==> src/rtl/spwm_pkg.sv <==
// ---------------------------------------------------------------------------
// spwm_pkg
// Shared definitions for the SPWM triangle carrier sequencer.
//   - default carrier and prescaler widths
//   - carrier sequencer state enum
//   - direction and pulse encodings used on the dir/peak/valley outputs
// ---------------------------------------------------------------------------
package spwm_pkg;

  localparam int DEF_WIDTH   = 10;
  localparam int DEF_PRESC_W = 8;

  typedef enum logic [1:0] {
    IDLE = 2'd0,
    RUN  = 2'd1,
    STOP = 2'd2
  } spwm_state_e;

  localparam logic DIR_UP    = 1'b1;
  localparam logic DIR_DOWN  = 1'b0;

  localparam logic PULSE_ON  = 1'b1;
  localparam logic PULSE_OFF = 1'b0;

endpackage

==> src/rtl/spwm_prescaler.sv <==
// ---------------------------------------------------------------------------
// spwm_prescaler
// Divides the system clock down to carrier steps. The count runs
// 0..presc_i and a tick is flagged on the clock where the count has reached
// presc_i; the count then wraps to 0. While clear_i is high the count is held
// at zero and no tick is produced, so a fresh start always waits a full
// presc_i+1 clocks for its first step.
//
// Ports:
//   clk_i    clock, rising edge
//   rst_i    synchronous active-high reset
//   clear_i  hold the count at zero (carrier idle)
//   presc_i  clocks per carrier step minus one
//   tick_o   carrier step strobe for this clock
// ---------------------------------------------------------------------------
module spwm_prescaler
  import spwm_pkg::*;
#(
  parameter int PRESC_W = DEF_PRESC_W
) (
  input  logic               clk_i,
  input  logic               rst_i,
  input  logic               clear_i,
  input  logic [PRESC_W-1:0] presc_i,
  output logic               tick_o
);

  logic [PRESC_W-1:0] count_q;

  // The >= comparison keeps the divider from running away through the full
  // counter range if the division ratio were ever lowered below the count.
  assign tick_o = ~clear_i & (count_q >= presc_i);

  // Free-running divider count, parked at zero while the carrier is idle.
  always_ff @(posedge clk_i) begin
    if (rst_i || clear_i) begin
      count_q <= '0;
    end else if (count_q >= presc_i) begin
      count_q <= '0;
    end else begin
      count_q <= count_q + PRESC_W'(1);
    end
  end

endmodule

==> src/rtl/spwm_carrier_ctrl.sv <==
// ---------------------------------------------------------------------------
// spwm_carrier_ctrl
// Triangle carrier sequencer for the SPWM comparators. Generates an up/down
// carrier 0..period..0 stepped by a prescaler, with one-clock peak/valley
// sync pulses. New period/prescaler values arrive over a valid/ready
// handshake into a shadow register and are only copied to the active set at
// a carrier valley (or immediately while idle), so a PWM period is never
// cut short or stretched mid-ramp.
//
// Ports:
//   clk_i           clock, rising edge
//   rst_i           synchronous active-high reset
//   en_i            run request (level)
//   cfg_valid_i     new configuration offered
//   cfg_ready_o     shadow slot free
//   cfg_period_i    requested peak value (0 is treated as 1)
//   cfg_presc_i     clocks per carrier step minus one
//   carrier_o       unsigned triangle carrier
//   dir_o           1 = counting up, 0 = counting down
//   peak_pulse_o    one clock, coincident with carrier reaching the peak
//   valley_pulse_o  one clock, coincident with carrier returning to 0
//   running_o       carrier active (RUN or STOP)
// ---------------------------------------------------------------------------
module spwm_carrier_ctrl
  import spwm_pkg::*;
#(
  parameter int WIDTH      = DEF_WIDTH,
  parameter int PRESC_W    = DEF_PRESC_W,
  parameter int RST_PERIOD = 1023,
  parameter int RST_PRESC  = 0
) (
  input  logic               clk_i,
  input  logic               rst_i,
  input  logic               en_i,
  input  logic               cfg_valid_i,
  output logic               cfg_ready_o,
  input  logic [WIDTH-1:0]   cfg_period_i,
  input  logic [PRESC_W-1:0] cfg_presc_i,
  output logic [WIDTH-1:0]   carrier_o,
  output logic               dir_o,
  output logic               peak_pulse_o,
  output logic               valley_pulse_o,
  output logic               running_o
);

  spwm_state_e        state_q;
  logic [WIDTH-1:0]   carrier_q;
  logic               dir_q;
  logic               peakPulse_q;
  logic               valleyPulse_q;
  logic               running_q;
  logic [WIDTH-1:0]   activePeriod_q;
  logic [PRESC_W-1:0] activePresc_q;
  logic [WIDTH-1:0]   pendPeriod_q;
  logic [PRESC_W-1:0] pendPresc_q;
  logic               pendValid_q;

  logic               accept;
  logic               tick;
  logic               prescClear;
  logic [WIDTH-1:0]   cfgPeriodClamped;
  logic [WIDTH-1:0]   carrierUp;
  logic [WIDTH-1:0]   carrierDown;

  // The shadow slot is free whenever nothing is waiting to be applied; a
  // zero period would stall the ramp, so it is stored as 1.
  assign cfg_ready_o      = ~pendValid_q;
  assign accept           = cfg_valid_i & ~pendValid_q;
  assign cfgPeriodClamped = (cfg_period_i == '0) ? WIDTH'(1) : cfg_period_i;
  assign carrierUp        = carrier_q + WIDTH'(1);
  assign carrierDown      = carrier_q - WIDTH'(1);
  assign prescClear       = (state_q == IDLE);

  assign carrier_o      = carrier_q;
  assign dir_o          = dir_q;
  assign peak_pulse_o   = peakPulse_q;
  assign valley_pulse_o = valleyPulse_q;
  assign running_o      = running_q;

  spwm_prescaler #(
    .PRESC_W (PRESC_W)
  ) uPrescaler (
    .clk_i   (clk_i),
    .rst_i   (rst_i),
    .clear_i (prescClear),
    .presc_i (activePresc_q),
    .tick_o  (tick)
  );

  // Sequencer FSM, up/down counter and shadow configuration in one block.
  // IDLE holds the carrier at zero and applies any pending configuration on
  // the next clock; a configuration accepted in the same clock as en keeps
  // the sequencer in IDLE one extra clock so the first step already uses it.
  // RUN/STOP both count; STOP leaves for IDLE on the clock after the valley
  // pulse unless en has come back, so a re-enable before then is seamless.
  always_ff @(posedge clk_i) begin
    if (rst_i) begin
      state_q        <= IDLE;
      carrier_q      <= '0;
      dir_q          <= DIR_UP;
      peakPulse_q    <= PULSE_OFF;
      valleyPulse_q  <= PULSE_OFF;
      running_q      <= 1'b0;
      activePeriod_q <= WIDTH'(RST_PERIOD);
      activePresc_q  <= PRESC_W'(RST_PRESC);
      pendPeriod_q   <= '0;
      pendPresc_q    <= '0;
      pendValid_q    <= 1'b0;
    end else begin
      peakPulse_q   <= PULSE_OFF;
      valleyPulse_q <= PULSE_OFF;

      if (accept) begin
        pendPeriod_q <= cfgPeriodClamped;
        pendPresc_q  <= cfg_presc_i;
        pendValid_q  <= 1'b1;
      end

      unique case (state_q)
        IDLE: begin
          carrier_q <= '0;
          dir_q     <= DIR_UP;
          if (pendValid_q) begin
            activePeriod_q <= pendPeriod_q;
            activePresc_q  <= pendPresc_q;
            pendValid_q    <= 1'b0;
          end
          if (en_i && !accept) begin
            state_q   <= RUN;
            running_q <= 1'b1;
          end
        end

        RUN, STOP: begin
          if ((state_q == STOP) && !en_i && (valleyPulse_q == PULSE_ON)) begin
            state_q   <= IDLE;
            running_q <= 1'b0;
            carrier_q <= '0;
            dir_q     <= DIR_UP;
          end else begin
            state_q   <= en_i ? RUN : STOP;
            running_q <= 1'b1;
            if (tick) begin
              if (dir_q == DIR_UP) begin
                carrier_q <= carrierUp;
                if (carrierUp == activePeriod_q) begin
                  dir_q       <= DIR_DOWN;
                  peakPulse_q <= PULSE_ON;
                end
              end else begin
                carrier_q <= carrierDown;
                if (carrierDown == '0) begin
                  dir_q         <= DIR_UP;
                  valleyPulse_q <= PULSE_ON;
                  if (pendValid_q) begin
                    activePeriod_q <= pendPeriod_q;
                    activePresc_q  <= pendPresc_q;
                    pendValid_q    <= 1'b0;
                  end
                end
              end
            end
          end
        end

        default: begin
          state_q   <= IDLE;
          running_q <= 1'b0;
        end
      endcase
    end
  end

endmodule

==> config.mk <==
export PLATFORM = sky130hd
export DESIGN_NAME = spwm_carrier_ctrl
export DESIGN_NICKNAME = d
export VERILOG_FILES = /design/src/rtl/spwm_pkg.sv /design/src/rtl/spwm_prescaler.sv /design/src/rtl/spwm_carrier_ctrl.sv
export SDC_FILE = /design/constraint.sdc
export NUM_CORES = 1
export LEC_CHECK = 0
export CAP_MARGIN = 0
export CORE_MARGIN = 4
export CORE_UTILIZATION = 53
export CTS_BUF_LIST = sky130_fd_sc_hd__clkbuf_2 sky130_fd_sc_hd__clkbuf_4 sky130_fd_sc_hd__clkbuf_8
export DETAILED_ROUTE_END_ITERATION = 6
export PLACE_DENSITY = 0.79
export REMOVE_ABC_BUFFERS = 1
export SLEW_MARGIN = 10
export SYNTH_ARGS = -nofsm -noshare
export SYNTH_HDL_FRONTEND = slang
export SYNTH_SLANG_ARGS = --single-unit
export TNS_END_PERCENT = 1
==> constraint.sdc <==
create_clock -name clk_i -period 2.7 [get_ports clk_i]
set_clock_uncertainty 0.2 [all_clocks]
set_input_delay 0.54 -clock clk_i [delete_from_list [all_inputs] [get_ports clk_i]]
set_output_delay 0.54 -clock clk_i [all_outputs]
set_load 0.02 [all_outputs]
Word-level counts from Yosys, hierarchy flattened
Cells that the tools add are included.

operators by class
  add/sub/neg operators = 3
  order comparisons = 1
  equality and inequality tests = 9
  muxes and demuxes = 38
  bitwise logic cells = 7
  reductions and logical operators = 16

operators with widths
  operator                                                                number
  10-bit two-way mux                                                      9
  8-bit two-way mux                                                       5
  10-bit case mux with 2 select lines                                     2
  10-bit logical NOT                                                      2
  8-bit case mux with 2 select lines                                      1
  1-bit two-way mux                                                       14
  10-bit by 1-bit adder with 10-bit output (second input constant)        1
  10-bit equality test                                                    1
  2-bit inequality test (second input constant)                           5
  5-bit OR reduction                                                      2
  10-bit by 1-bit subtractor with 10-bit output (second input constant)   1
  8-bit by 1-bit adder with 8-bit output (second input constant)          1
  8-bit >= comparator                                                     1
  2-bit two-way mux                                                       3
  1-bit case mux with 2 select lines                                      3
  1-bit NOT                                                               5
  5-bit AND reduction                                                     1
  2-bit case mux with 2 select lines                                      1
  2-bit OR reduction                                                      2
  1-bit logical AND                                                       3
  3-bit inequality test (second input constant)                           1
  1-bit AND                                                               2
  2-bit by 1-bit equality test with 1-bit output (second input constant)  1
  2-bit equality test (second input constant)                             1
  5 further kinds                                                         6

storage, ports and cells
  register bits = 61
  bits of input ports = 22
  output and inout bits = 15

Logic depth before layout (Yosys ltp)
Gate-level depths: netlist of the first run.

  depth in word-level cells = 9
  mapped depth = 11
  gate-level depth less buffers = 8

Modules after synthesis
A second synthesis of the first run with hierarchy kept.

second synthesis, totals
  cell total of the unflattened synthesis = 404
  area total of the unflattened synthesis = 3296.9 um^2

modules (own cells, without submodules)
  module             times used  cells each  area each (um^2)  sequential area each (um^2)
  spwm_carrier_ctrl  1           343         2786.4            1061.0
  spwm_prescaler     1           61          510.5             160.2

Worst setup path after synthesis of the first run
Ideal clock, no wire load.

  kind = reg2reg
  from = reg carrier_q[0], in the netlist carrier_o[0]
  to = reg activePeriod_q[6]
  setup time = 0.120 ns
  arrival = 2.291 ns
  data required time = 2.380 ns
  path slack = 0.090 ns
  cell stages (with the launch flop) = 10
  buffers on the path = 3
  path through = dfxtp_1 > buf_6 > or4_4 > nor4_2 > xnor2_1 > nand4_4 > o31a_4 > buf_6 > buf_12 > mux2i_1

between the ends
  longest elaborated chain between the ends = 4

ends and longest elaborated chain
  item                                           RTL line                  RTL
  start: declaration                             spwm_carrier_ctrl.sv:47   logic [WIDTH-1:0] carrier_q;
  start signal: assignment                       spwm_carrier_ctrl.sv:145  carrier_q <= carrierUp;
  start signal: assignment                       spwm_carrier_ctrl.sv:151  carrier_q <= carrierDown;
  10-bit by 1-bit subtractor with 10-bit output  spwm_carrier_ctrl.sv:71   assign carrierDown = carrier_q - WIDTH'(1);
  10-bit logical NOT                             spwm_carrier_ctrl.sv:152  if (carrierDown == '0) begin
  2-bit inequality test (no line)                --
  5-bit AND reduction (no line)                  --
  end signal: assignment                         spwm_carrier_ctrl.sv:104  activePeriod_q <= WIDTH'(RST_PERIOD);
  end signal: assignment                         spwm_carrier_ctrl.sv:124  activePeriod_q <= pendPeriod_q;
  end signal: assignment                         spwm_carrier_ctrl.sv:156  activePeriod_q <= pendPeriod_q;
  end: declaration                               spwm_carrier_ctrl.sv:52   logic [WIDTH-1:0] activePeriod_q;

No other way between the ends.
A chain may end at the register's enable or synchronous reset.

Final worst setup path of the first run
  from = reg uPrescaler.count_q[0]
  to = reg activePeriod_q[2]

between the ends
  longest elaborated chain between the ends = 4

ends and longest elaborated chain
  item                             RTL line              RTL
  start: declaration               spwm_prescaler.sv:28  logic [PRESC_W-1:0] count_q;
  start signal: assignment         spwm_prescaler.sv:41  count_q <= count_q + PRESC_W'(1);
  8-bit >= comparator              spwm_prescaler.sv:32  assign tick_o = ~clear_i & (count_q >= presc_i);
  1-bit AND                        spwm_prescaler.sv:32
  2-bit inequality test (no line)  --
  5-bit AND reduction (no line)    --

No other way between the ends.

==> results of run 1 <==
[tightest hold or removal path: cells and delay by family, from the launching register on]
kind               cells  cell delay [ns]
DFF                    1             0.31
and+or+nand+nor        1             0.05
AOI/OAI and AO/OA      1             0.05
[metal layers]
| layer | vias to the layer above | track usage |
|---|---|---|
| met1 | 1442 | 0.279 |
| li1 | 1547 | - |
| met5 | - | 0 |
| met2 | 87 | 0.365 |
| met3 | 21 | 0.0339 |
| met4 | 0 | 0.0865 |
[logic make-up (layout without fill, tap and decap cells)]
group / after synthesis / in the layout / share of synthesized area
simple gates: 180 / 180 / 0.257
compound gates: 78 / 78 / 0.148
flops: 61 / 61 / 0.360
buf+inv: 53 / 95 / 0.0726
xor+xnor: 21 / 21 / 0.0542
mux: 18 / 18 / 0.0531
fa+ha+maj: 15 / 15 / 0.0553
[sequential cells by signal (all words and copies together) (netlist names)]
register / count
peak_pulse_o: 1
pendValid_q: 1
dir_o: 1
pendPresc_q: 8
activePeriod_q: 10
pendPeriod_q: 10
state_q: 2
activePresc_q: 8
valley_pulse_o: 1
running_o: 1
uPrescaler.count_q: 8
carrier_o: 10
[layout make-up]
type	count	area, um2	area share
repair buffers	54	495	0.120
well taps	75	93.8	0.0228
flip-flops and latches	61	1220	0.297
clock inverters	7	145	0.0353
clock buffers	9	124	0.0301
multi-input cells	312	1940	0.471
inverters	25	93.8	0.0228
[per-stage QoR]
step | hold WS, ns | area (um2)
5_1_grt | 0.270 | 4110
3_5_place_dp | 0.247 | 3830
2_1_floorplan | 0.231 | 3240
6_report | 0.257 | 4110
3_3_place_gp | 0.241 | 3830
4_1_cts | 0.258 | 4100
[where the power goes]
| part | switching (mW) | total, mW | internal [mW] |
|---|---|---|---|
| sequential | 0.0333 | 0.980 | 0.947 |
| combinational | 0.176 | 0.323 | 0.148 |
| clock | 0.386 | 1.10 | 0.711 |
| total | 0.595 | 2.40 | 1.81 |
[synthesized netlist by cell type (4+ instances only)]
master | n | share of area
mux2i_1 | 18 | 0.053
o21ai_0 | 12 | 0.018
clkbuf_1 | 17 | 0.019
dfxtp_1 | 61 | 0.36
xnor2_1 | 10 | 0.026
nand2b_1 | 4 | 0.0074
nor4_1 | 7 | 0.013
nand4_1 | 6 | 0.011
nor2_1 | 44 | 0.049
nor3_1 | 8 | 0.012
ha_1 | 15 | 0.055
xor2_1 | 11 | 0.028
inv_1 | 25 | 0.028
a22oi_1 | 5 | 0.011
or3_1 | 6 | 0.011
buf_2 | 7 | 0.010
nand3_1 | 13 | 0.019
nand2_1 | 72 | 0.080
a21oi_1 | 32 | 0.047
[how the worst max path moves through the flow]
stage | from | end | slack [ns]
final | uPrescaler.count_q[0]$_SDFF_PP0_ | activePeriod_q[2]$_SDFFE_PP1P_ | 0.04
after global routing | uPrescaler.count_q[0]$_SDFF_PP0_ | carrier_o[3]$_SDFFE_PP0P_ | 0.01
after CTS | uPrescaler.count_q[0]$_SDFF_PP0_ | carrier_o[8]$_SDFFE_PP0P_ | 0.001
after detailed placement | uPrescaler.count_q[0]$_SDFF_PP0_ | carrier_o[8]$_SDFFE_PP0P_ | 0.08
after global placement | uPrescaler.count_q[0]$_SDFF_PP0_ | carrier_o[6]$_SDFFE_PP0P_ | 0.17
after floorplan | uPrescaler.count_q[0]$_SDFF_PP0_ | dir_o$_SDFFE_PP1P_ | 0.04
==> results.md, run 1 <==
* Number of synthesized flops with an enable pin at 0
* Crit. path cell count at 8
* PD cells at 584 nW/um2
* Startpoint Class: flop
* Crit path arrival time at 2.71 ns
* Gpl congestion at 0.926
* CTS H-tree lvls at 3
* DRC Markers at 0
* Crit path buf inv count at 2
* Post-CTS Setup Inserts at 0
* Fillers at 495
* Number of global-route vias before repair at 2,835
* Total gr overflow at 0
* Post-route insts no fill at 543
* Setup TNS at 0 ns
* CP top delay family: compound AO/OA/AOI/OAI gates
* First-pass GRT wire length at 13,300 um
* Core area at 6060 um2
* Met2 wire length at 3740 um
* Dpl ws at 0.0773 ns
* RSZ-0062 raised after global routing: false
* Proportion of layout cells with a drive suffix above 1 at 0.105
* Max stage delay on crit path at 0.44 ns
* Row count at 28
* Setup-failing EPs final at 0
* Area grow syn2layout at 21.2%
* Count of final max-slew check failures at 0
* Full die area at 7750 um2
* CTS Buffer Depth at 2
* Cell area after synthesis at 3390 um2
* FF-to-FF End: activePeriod_q[2]$_SDFFE_PP1P_
* Max-cap violations at 0
* Register clock-pin slew on the reported worst setup and hold paths at 0.07 ns
* Share of the yosys chip area belonging to registers at 0.360
* Total of warnings raised by yosys at 0
* Worst path cell trace: inv_1 -> ha_1 -> nand2b_1 -> a2111o_1 -> a32oi_1 -> buf_4 -> o31a_4 -> mux2i_1
* Post-synth top flop: dfxtp_1
* Max Used Layer: met4
* Initial DRT Pass Iterations at 5
* Status: completed
* Register bit total from synthesis at 61
* Largest net degree at the start of global routing at 37
* Lkg Pwr at 1.64 nW
* Netlist cell types at 53
* PnR worst setup slack at 0.0448 ns
* Placed Cells at 527
* Rel. slew slack at 0.493
* Hold depth at 2
* R2R cell count at 8
* Crit Path Max Fanout at 18
* CP max stage cell: a2111o_1
* Die Width at 88.0 um
* WL/cell at 14.6 um
* Vias at 3,097
* CTS tree: done
* Mapped Cells at 426
* Total power at 2.40 mW
* HPWL Detailed at 5530 um
* Wirelength, routed at 7920 um
* Tcrit/Tclk final at 0.983
* Peak supply drop at 0.512 mV
* Vias per inst at 5.70
* Resize count post-CTS at 0
* DR WL met3 at 417 um
* Hold Path Class: flop to flop
* Initial antenna violation count at 0
* Hold-fix buffers, CTS at 0
* Tmin final at 2.66 ns
* Crit. End Element: flop
* Worst Hold End: pendPeriod_q[1]$_SDFFE_PP0P_
* GRT Overall Usage at 0.217
* Mean Syn Cell Area at 7.97 um2
* Hold_sp: pendPeriod_q[1]$_SDFFE_PP0P_
* Final Hold Vio Count at 0
* Reg2reg start: uPrescaler.count_q[0]$_SDFF_PP0_
* Chip height at 88.0 um
* WL met1 at 3580 um
* Kind of critical path: flop to flop
* Port buffer count at 36
* Io pins at 37
* Fmax at 377 MHz
* Final nets at 500
* Most frequent cells in the layout: nand2_1 (72), dfxtp_1 (60), nor2_1 (44)
* R2R setup slack at 0.04 ns
* Least-Margin Pin Slew at 0.760 ns
* Initial core utilization at 0.560
* Synth async-reset ratio at 0
* CTS buffer count at 9
* Diode count at 0
* Final core utilization at 0.679
* Initial drt markers at 219
* WP data required at 2.76 ns
* Commonest non-fill, non-tap cell in the layout: nand2_1
* Final ANT Viol Nets at 0
* Clock sinks at 61
* CTS root buffer: clkbuf_8
* Clk_lat worst skew at 0.34 ns
No activity file was read; power rests on OpenSTA's default activity.
==> run 2: changes to the inputs <==
--- a/config.mk
+++ b/config.mk
@@ -15,5 +15,6 @@
 export SLEW_MARGIN = 10
 export SYNTH_ARGS = -nofsm -noshare
 export SYNTH_HDL_FRONTEND = slang
+export SYNTH_HIERARCHICAL = 1
 export SYNTH_SLANG_ARGS = --single-unit
 export TNS_END_PERCENT = 1
==> run 2 against run 1 <==
  * Routed wire length rose by 2.7%
  * Worst hold slack worse by 0.0025 ns
  * Worst setup slack improved by 0.018 ns
  * Highest routed layer unchanged
  * Largest cell class unchanged
  * Sequential share of layout area fell by 0.44 points
  * Sequential power about the same
  * Clock power fell by 25%
  * Critical endpoint is now dir_o$_SDFFE_PP1P_
  * Clock-buffer cell count is 3 higher
  * Final cell count is 2.0% lower
  * First-iteration DRC count rose by 9.6%
  * Synthesized area shrank 2.8%
  * Sequential cell count unchanged
  * Critical path type unchanged
==> results.md, run 2 <==
* Status: completed
* Largest area contributor in the synthesized netlist: dfxtp_1
* CTS buffer count at 9 (unchanged)
* Wirelength, routed at 8140 um (+2.7%)
* Post-route insts no fill at 532 (-2.0%)
* Clk_lat worst skew at 0.35 ns (about the same)
* CTS Buffer Depth at 2 (unchanged)
* DRC Markers at 0 (unchanged)
* Final instance area at 4210 um2 (+2.2%)
* CTS tree: done
* Worst path cell trace: inv_1 -> ha_1 -> o211ai_1 -> nor2_4 -> a21oi_4 -> nor2_2 -> nand3_1 -> or4_4 -> a2111oi_4 -> o2111ai_2 -> a2bb2oi_1
* Total power at 2.15 mW (-10%)
* Row count at 28 (unchanged)
* Tmin final at 2.64 ns (-0.0178 ns)
* WL/cell at 15.3 um (+4.9%)
* Crit. End Element: flop
* Final core utilization at 0.702 (+0.0232)
* CTS H-tree lvls at 3 (unchanged)
* Kind of critical path: flop to flop
* Initial DRT Pass Iterations at 4 (-1)
* Mean Syn Cell Area at 8.16 um2 (+2.5%)
* Chip height at 86.9 um (-1.3%)
* Count of final max-slew check failures at 0 (unchanged)
* First-pass GRT wire length at 12,800 um (-3.9%)
* Most frequent cells in the layout: nor2_1 (55), dfxtp_1 (53), nand2_1 (48)
* Mapped Cells at 404 (-5.2%)
* PD cells at 512 nW/um2 (-12%)
* Area occupied by multi-input gates at 2040 um2 (+5.0%)
* Netlist cell types at 57 (+7.5%)
* Fmax at 379 MHz (+0.68%)
* Post-synth top cells: dfxtp_1 (61), nor2_1 (57), nand2_1 (50)
* Vias per inst at 5.67 (-0.50%)
* Dpl ws at -0.0827 ns (-0.160 ns)
* Clock sinks at 61 (unchanged)
* Tcrit/Tclk final at 0.977 (-0.00660)
* Hold-fix buffers, CTS at 0 (unchanged)
* Proportion of layout cells with a drive suffix above 1 at 0.162 (+0.0572)
* Register bit total from synthesis at 61 (unchanged)
* Commonest non-fill, non-tap cell in the layout: nor2_1
* Share of the yosys chip area belonging to registers at 0.370 (+0.0105)
* Crit path arrival time at 2.68 ns (-0.03 ns)
* Lkg Pwr at 1.55 nW (-5.2%)
* Port buffer count at 36 (unchanged)
* Count leader, synth: dfxtp_1
* Post-synth top flop: dfxtp_1
* CTS root buffer: clkbuf_8
* CP max stage cell: or4_4
* Area grow syn2layout at 27.6%
* Die Width at 86.9 um (-1.3%)
* Startpoint Class: flop
* Initial drt markers at 240 (+9.6%)
* Least-Margin Pin Slew at 0.667 ns (-0.0932 ns)
* Synth async-reset ratio at 0 (unchanged)
* Largest net degree at the start of global routing at 72 (+95%)
* Number of synthesized flops with an enable pin at 0 (unchanged)
* Total gr overflow at 0 (unchanged)
* Placed Area at 3800 um2 (-0.75%)
* PnR worst setup slack at 0.0626 ns (+0.0178 ns)
* WP data required at 2.74 ns (-0.02 ns)
* Hold Path Class: flop to flop
* Setup TNS at 0 ns (unchanged)
* Share of the synthesized area in the top cell type at 0.370 (+0.0105)
* Core area at 5990 um2 (-1.2%)
* Cell area after synthesis at 3300 um2 (-2.8%)
* Final ANT Viol Nets at 0 (unchanged)
* Max stage delay on crit path at 0.54 ns (+0.10 ns)
* Rel. slew slack at 0.556 (+0.0627)
* Max-cap violations at 0 (unchanged)
* Final nets at 489 (-2.2%)
* Io pins at 37 (unchanged)
* Full die area at 7550 um2 (-2.6%)
* Register clock-pin slew on the reported worst setup and hold paths at 0.07 ns (about the same)
* Diode count at 0 (unchanged)
* Number of global-route vias before repair at 2,735 (-3.5%)
* Setup-failing EPs final at 0 (unchanged)
* Gpl congestion at 0.911 (-1.6%)
* Final hold slack at 0.254 ns (-0.00246 ns)
* Vias at 3,019 (-2.5%)
* Initial antenna violation count at 0 (unchanged)
* Total of warnings raised by yosys at 6 (+6)
* GRT Overall Usage at 0.214 (-0.00263)
* Final Hold Vio Count at 0 (unchanged)
* Ranking of synthesized cells by area: dfxtp_1 (37%), nor2_1 (6.5%), mux2i_1 (5.8%)
* HPWL Detailed at 5300 um (-4.2%)
* Crit Path Max Fanout at 2 (-16)
* Register Area at 1230 um2 (+0.72%)
* RSZ-0062 raised after global routing: true
* Fillers at 464 (-6.3%)
* Placed Cells at 511 (-3.0%)
* Initial core utilization at 0.550 (-0.00953)
* Peak supply drop at 0.447 mV (-13%)
## run 2: cell families (layout without fill, tap and decap cells)
family          after synthesis  count (layout)  share of synthesized area
simple gates                174             174                      0.252
compound gates               76              76                      0.153
flops                        61              61                      0.370
buf+inv                      37              90                     0.0486
xor+xnor                     21              21                     0.0581
mux                          20              20                     0.0611
fa+ha+maj                    15              15                     0.0569
## run 2: where the power goes
part | leakage (nW) | internal (mW) | switching, mW | total (mW)
registers | 0.501 | 0.947 | 0.0358 | 0.983
clock network | 0.103 | 0.469 | 0.356 | 0.825
logic | 0.950 | 0.169 | 0.177 | 0.346
total | 1.55 | 1.59 | 0.569 | 2.15
## run 2: repair_timing
item | in CTS | in global routing
setup buffers | 2 | 2
endpoints found under the setup margin | 1 | 29
pin swaps | 7 | 9
gates cloned | 0 | 3
resized for setup | 8 | 21
## run 2: cell type report
type / count / area share
multi-input cells: 306 / 0.484
flip-flops and latches: 61 / 0.293
repair buffers: 61 / 0.141
clock buffers: 12 / 0.0363
well taps: 75 / 0.0223
inverters: 13 / 0.0116
clock inverters: 4 / 0.0113
## run 2: worst paths after layout
path | start | end | slack [ns] | cells past startpoint
worst max-delay path | activePresc_q[3]$_SDFFE_PP0P_ | dir_o$_SDFFE_PP1P_ | 0.06 | 11
worst min-delay path | pendPeriod_q[4]$_SDFFE_PP0P_ | pendPeriod_q[4]$_SDFFE_PP0P_ | 0.25 | 2
worst min register to register | pendPeriod_q[4]$_SDFFE_PP0P_ | pendPeriod_q[4]$_SDFFE_PP0P_ | 0.25 | 2
worst max register to register | activePresc_q[3]$_SDFFE_PP0P_ | dir_o$_SDFFE_PP1P_ | 0.06 | 11
## run 2: layer usage
metal	up-vias	GRT usage	routed length, um
met5	-	0	0
met1	1438	0.287	3580
met3	15	0.0596	461
met4	0	0.0807	160
li1	1485	-	-
met2	81	0.329	3940
## run 2: critical path, delay by kind of cell, from the launching register on
kind	cells	cell delay (ns)
AND/OR/NAND/NOR	4	0.89
AO/OA/AOI/OAI	5	0.80
flip-flops	1	0.33
adder cells (fa/ha/maj)	1	0.28
buffers and inverters	1	0.04
